## config.mk

```make
export PLATFORM = sky130hd
export DESIGN_NAME = program_loader
export DESIGN_NICKNAME = d
export VERILOG_FILES = /design/src/rtl/program_loader.sv
export SDC_FILE = /design/constraint.sdc
export NUM_CORES = 1
export LEC_CHECK = 0
export ABC_AREA = 0
export CAP_MARGIN = 40
export CORE_MARGIN = 10
export CORE_UTILIZATION = 50
export CTS_BUF_LIST = sky130_fd_sc_hd__clkbuf_4
export DETAILED_ROUTE_END_ITERATION = 10
export PLACE_DENSITY = 0.81
export SYNTH_ARGS = -nofsm -noshare
export SYNTH_HDL_FRONTEND = slang
export SYNTH_SLANG_ARGS = --single-unit
export TNS_END_PERCENT = 10
```

## constraint.sdc

```tcl
create_clock -name clock -period 2.76 [get_ports clock]
set_clock_uncertainty 0.1 [all_clocks]
set_input_delay 0.552 -clock clock [delete_from_list [all_inputs] [get_ports clock]]
set_output_delay 0.552 -clock clock [all_outputs]
set_load 0.005 [all_outputs]
```

## src/rtl/program_loader.sv

```systemverilog
// Streams address/count-framed program bytes from an upstream source into CPU memory while holding the CPU off.
// Optional trailing checksum byte per frame when LOADER_CHECKSUM_EN is defined.
module program_loader #(
  parameter int ADDR_W = 5,
  parameter int DATA_W = 8
) (
  input  logic              clock,
  input  logic              reset,
  input  logic              load,
  input  logic              in_valid,
  input  logic [DATA_W-1:0] in_data,
  output logic              in_ready,
  output logic              mem_we,
  output logic [ADDR_W-1:0] mem_addr,
  output logic [DATA_W-1:0] mem_data,
  output logic              cpu_hold,
  output logic              frame_done,
  output logic              err,
  output logic [ADDR_W:0]   bytes_loaded
);

`ifdef LOADER_CHECKSUM_EN
  typedef enum logic [2:0] {IDLE, ADDR, COUNT, DATA, CHK} state_t;
`else
  typedef enum logic [2:0] {IDLE, ADDR, COUNT, DATA} state_t;
`endif

  localparam logic [ADDR_W:0] CNT_ONE = {{ADDR_W{1'b0}}, 1'b1};

  state_t            state;
  logic [ADDR_W-1:0] base;
  logic [ADDR_W:0]   frame_len;
  logic [ADDR_W:0]   frame_idx;
  logic [ADDR_W:0]   idx_next;
  logic              accept;
`ifdef LOADER_CHECKSUM_EN
  logic [7:0]        sum;
`endif

  assign in_ready = load && (state != IDLE);
  assign accept   = in_valid && in_ready;
  assign idx_next = frame_idx + CNT_ONE;

  always_ff @(posedge clock or negedge reset) begin
    if (!reset) begin
      state        <= IDLE;
      base         <= '0;
      frame_len    <= '0;
      frame_idx    <= '0;
      mem_we       <= 1'b0;
      mem_addr     <= '0;
      mem_data     <= '0;
      cpu_hold     <= 1'b1;
      frame_done   <= 1'b0;
      err          <= 1'b0;
      bytes_loaded <= '0;
`ifdef LOADER_CHECKSUM_EN
      sum          <= '0;
`endif
    end else begin
      mem_we     <= 1'b0;
      frame_done <= 1'b0;
      cpu_hold   <= load || (state != IDLE);
      case (state)
        IDLE: begin
          if (load) begin
            state <= ADDR;
            err   <= 1'b0;
          end
        end
        ADDR: begin
          if (!load) begin
            state <= IDLE;
          end else if (accept) begin
            base         <= in_data[ADDR_W-1:0];
            bytes_loaded <= '0;
            frame_idx    <= '0;
`ifdef LOADER_CHECKSUM_EN
            sum          <= '0;
`endif
            state        <= COUNT;
          end
        end
        COUNT: begin
          if (!load) begin
            err   <= 1'b1;
            state <= IDLE;
          end else if (accept) begin
            // A zero count means a full memory image: the extra top bit encodes 2**ADDR_W.
            frame_len <= {(in_data[ADDR_W-1:0] == '0), in_data[ADDR_W-1:0]};
            state     <= DATA;
          end
        end
        DATA: begin
          if (!load) begin
            err   <= 1'b1;
            state <= IDLE;
          end else if (accept) begin
            mem_we       <= 1'b1;
            mem_addr     <= base + frame_idx[ADDR_W-1:0];
            mem_data     <= in_data;
            frame_idx    <= idx_next;
            bytes_loaded <= bytes_loaded + CNT_ONE;
`ifdef LOADER_CHECKSUM_EN
            sum          <= sum + in_data[7:0];
            if (idx_next == frame_len) state <= CHK;
`else
            if (idx_next == frame_len) begin
              state      <= ADDR;
              frame_done <= 1'b1;
            end
`endif
          end
        end
`ifdef LOADER_CHECKSUM_EN
        CHK: begin
          if (!load) begin
            err   <= 1'b1;
            state <= IDLE;
          end else if (accept) begin
            if (in_data[7:0] == sum) frame_done <= 1'b1;
            else                     err        <= 1'b1;
            state <= ADDR;
          end
        end
`endif
        default: state <= IDLE;
      endcase
    end
  end

endmodule

```

==> flow_summary_export.csv <==
group,metric,value,unit
logic_synthesis,synthCells,201,
drt,postRouteAntennaNets,0,
logic_synthesis,syn_nets,220,
finish,antenna-diode-count,0,
finish,num-fill-cells,350,
worst_hold_path,hold_class,"flop to flop",
clock_tree,cts_htree_levels,2,
finish,most_common_cell_after_layout_fill_and_taps_aside,"sky130_fd_sc_hd__nand2_1",
die,design.die.area,7000,um^2
die,floorplan.io_pins,36,
setup_path,criticalPathCategory,"input port to output port",
setup_path,critical_path.startpoint_type,"input port",
placement,place.gp.congestion,0.836,
sta,final_hold_vios,0,
logic_synthesis,post_synth_instance_area,2030,um^2
clock_tree,cts_tree,"done",
grt,gr-total-overflow,0,
clock_tree,worst_skew_pair.late_latency,0.36,ns
sta,max_slew_margin,72.1,%
power,total_leakage_power,1.14,nW
setup_path,cpPeakStageDelay,0.55,ns
clock_tree,cts.clk_slew.worst_paths,0.11,ns
grt,grt_antenna_before_repair,0,
setup_path,crit_buf_inv,3,
power,max-vdd-ir-drop,0.472,mV
sta,clock.fmax,406,MHz
grt,number_of_global_route_vias_before_repair,1544,
setup_path,path_cells,"clkdlybuf4s50_1 -> inv_1 -> nor2_1 -> clkdlybuf4s50_1",
sta,drv_slew,0,
power,power-per-cell-area,670,nW/um^2
clock_tree,clock_path_buffers,2,
die,initial_core_util,51.1,%
setup_path,path_common_cell,"sky130_fd_sc_hd__clkdlybuf4s50_1",
setup_path,cp_data_arrival_time,1.81,ns
logic_synthesis,synthTopCellsByArea,"sky130_fd_sc_hd__dfrtp_1, sky130_fd_sc_hd__nand2_1, sky130_fd_sc_hd__mux2_2",
finish,ff_latch_area,1050,um^2
setup_path,critical-path-top-delay-family,"buffers and inverters",
clock_tree,cts.repair.resized,0,
finish,fin_util,62.9,%
setup_path,worst_path_max_delay_cell,"sky130_fd_sc_hd__clkdlybuf4s50_1",
die,cell_row_count,23,
finish,layout.cells.most_common_list,"sky130_fd_sc_hd__nand2_1, sky130_fd_sc_hd__dfrtp_1, sky130_fd_sc_hd__clkdlybuf4s50_1, sky130_fd_sc_hd__o21ai_0, sky130_fd_sc_hd__mux2_2",
clock_tree,cts_buf_count,5,
logic_synthesis,post_synth.cell_area_avg,10.1,um^2
finish,multi_input_comb_area,901,um^2
logic_synthesis,synth.ff_latch_count,42,
sta,grt_setup_unrepaired,"no",
drt,post_drt_wl_per_cell,14.1,um
die,chipWidth,83.7,um
logic_synthesis,synth.yosys.warnings,0,
logic_synthesis,synth_sequential_area_ratio,51.9,%
run_status,outcome,"completed",
drt,detailedRoute.firstIterationViolations,67,
setup_path,worst-path-max-fanout,6,
drt,vias,1540,
drt,drc,0,
drt,viasPerCell,5.27,
logic_synthesis,synth_top_cell_by_area,"sky130_fd_sc_hd__dfrtp_1",
placement,dp_cells,283,
power,totalPowerFinal,1.67,mW
drt,drt_first_pass_iters,4,
placement,port_buffers,35,
die,design.core.area,3970,um^2
finish,fraction_of_final_layout_cells_sized_beyond_drive_strength_1,11.6,%
grt,grt_max_degree,29,
setup_path,timing.critical_path.to_type,"output port",
grt,grt_first_pass_wirelength,7.17,mm
logic_synthesis,synth_top_cell_area_share,50.6,%
drt,wl,4.12,mm
grt,global_route.usage.total,12.3,%
sta,setup_total_negative_slack,0,ns
die,die_height,83.7,um
finish,final_instance_count_without_filler_cells,292,
sta,worst_slew_pin_slew,0.416,ns
finish,area_delta_synth_final,23.1,%
finish,nNetsFinal,260,
clock_tree,numClockSinks,42,
logic_synthesis,synth_cell_type_count,42,
sta,setup_violations,0,
sta,final.period_utilization,89.2,%
sta,period_needed,2.46,ns
job,drv.max_cap_violation_count,0,
clock_tree,cts_root_buffer,"sky130_fd_sc_hd__clkbuf_4",
placement,dp_hpwl,3.11,mm
setup_path,worst_ep_required_time,2.11,ns
-- cells in the mapped netlist (all sizes together) --
| cell | n |
|---|---|
| nand2 | 52 |
| dfrtp | 41 |
| o21ai | 15 |
| mux2 | 11 |
| nand3 | 9 |
| inv | 7 |
| xor2 | 7 |
| ha | 6 |
| nor2 | 5 |
| nor3 | 5 |
| a21o | 4 |
| a21oi | 4 |
| buf | 4 |
| xnor2 | 4 |
| clkbuf | 3 |
| nor4 | 2 |
| o31ai | 2 |
| a211oi | 1 |
| a21boi | 1 |
| a22o | 1 |
| a2bb2oi | 1 |
| a31oi | 1 |
| and3 | 1 |
| clkinv | 1 |
| dfstp | 1 |
| fa | 1 |
| mux2i | 1 |
| nand2b | 1 |
| nand4b | 1 |
| nor2b | 1 |
| nor4bb | 1 |
| o22ai | 1 |
| o311a | 1 |
| or2 | 1 |
| or3b | 1 |
| or4 | 1 |
| or4b | 1 |
-- what timing repair did --
| item | CTS | global route |
|---|---|---|
| setup buffers | 0 | 0 |
| hold buffers | 1 | 0 |
| endpoints found under the hold margin | 14 | 0 |
-- final timing paths --
path / startpoint / to / slack, ns / cells after the start
setup / recovery: load / in_ready / 0.30 / 4
hold / removal: mem_data[5] / mem_data[5] / 0.39 / 2
max in group asynchronous: reset / cpu_hold / 1.51 / 3
setup reg to reg: frame_idx[0] / state[1] / 0.67 / 5
hold reg to reg: mem_data[5] / mem_data[5] / 0.39 / 2
min in group asynchronous: reset / mem_addr[0] / 0.53 / 2
-- final cells by class --
cell class              count  share of cell area (%)
clock buffers               6                    1.80
clock inverters             2                   0.351
inverters                   8                    1.20
multi-input cells         144                    36.1
flip-flops and latches     42                    42.1
well taps                  50                    2.51
repair buffers             40                    15.9
-- registers in the layout (all words and copies together) (netlist names) --
register      count
base              5
bytes_loaded      6
cpu_hold          1
err               1
frame_done        1
frame_idx         6
frame_len         6
mem_addr          5
mem_data          8
mem_we            1
state             2
-- logic make-up after synthesis --
kind of cell / share of synthesized area [%]
xor gates and xnor gates: 5.12
and+or+nand+nor: 18.3
adders and majority gates: 4.69
DFF: 51.9
AOI/OAI and AO/OA: 9.69
muxes: 6.60
buffers and inverters: 3.70
-- worst reg2reg max path, delay by kind of cell (launching register included) --
| kind | cells | cell delay [ns] |
|---|---|---|
| flip-flops | 1 | 0.52 |
| AO/OA/AOI/OAI | 2 | 0.59 |
| AND/OR/NAND/NOR | 2 | 0.46 |
| adder cells (fa/ha/maj) | 1 | 0.34 |
-- per-stage QoR --
step	setup WS, ns	area [um^2]	hold slack [ns]
CTS	0.283	2500	0.391
finish	0.297	2500	0.385
detailed placement	0.276	2430	0.362
global placement	0.297	2410	0.356
floorplan	0.827	2030	0.156
global route	0.199	2500	0.417
-- report_power, final --
part	switching, mW	internal, mW
clock	0.189	0.106
sequential	0.114	0.745
combinational	0.212	0.307
-- layer usage --
layer / share of wire [%] / vias up / global-route usage (%)
li1: - / 767 / -
met1: 43 / 728 / 14.2
met2: 47 / 38 / 18.9
met3: 8.7 / 7 / 6.25
met4: 1.3 / 0 / 4.41
met5: 0 / - / 0
No activity file was read; power rests on OpenSTA's default activity.
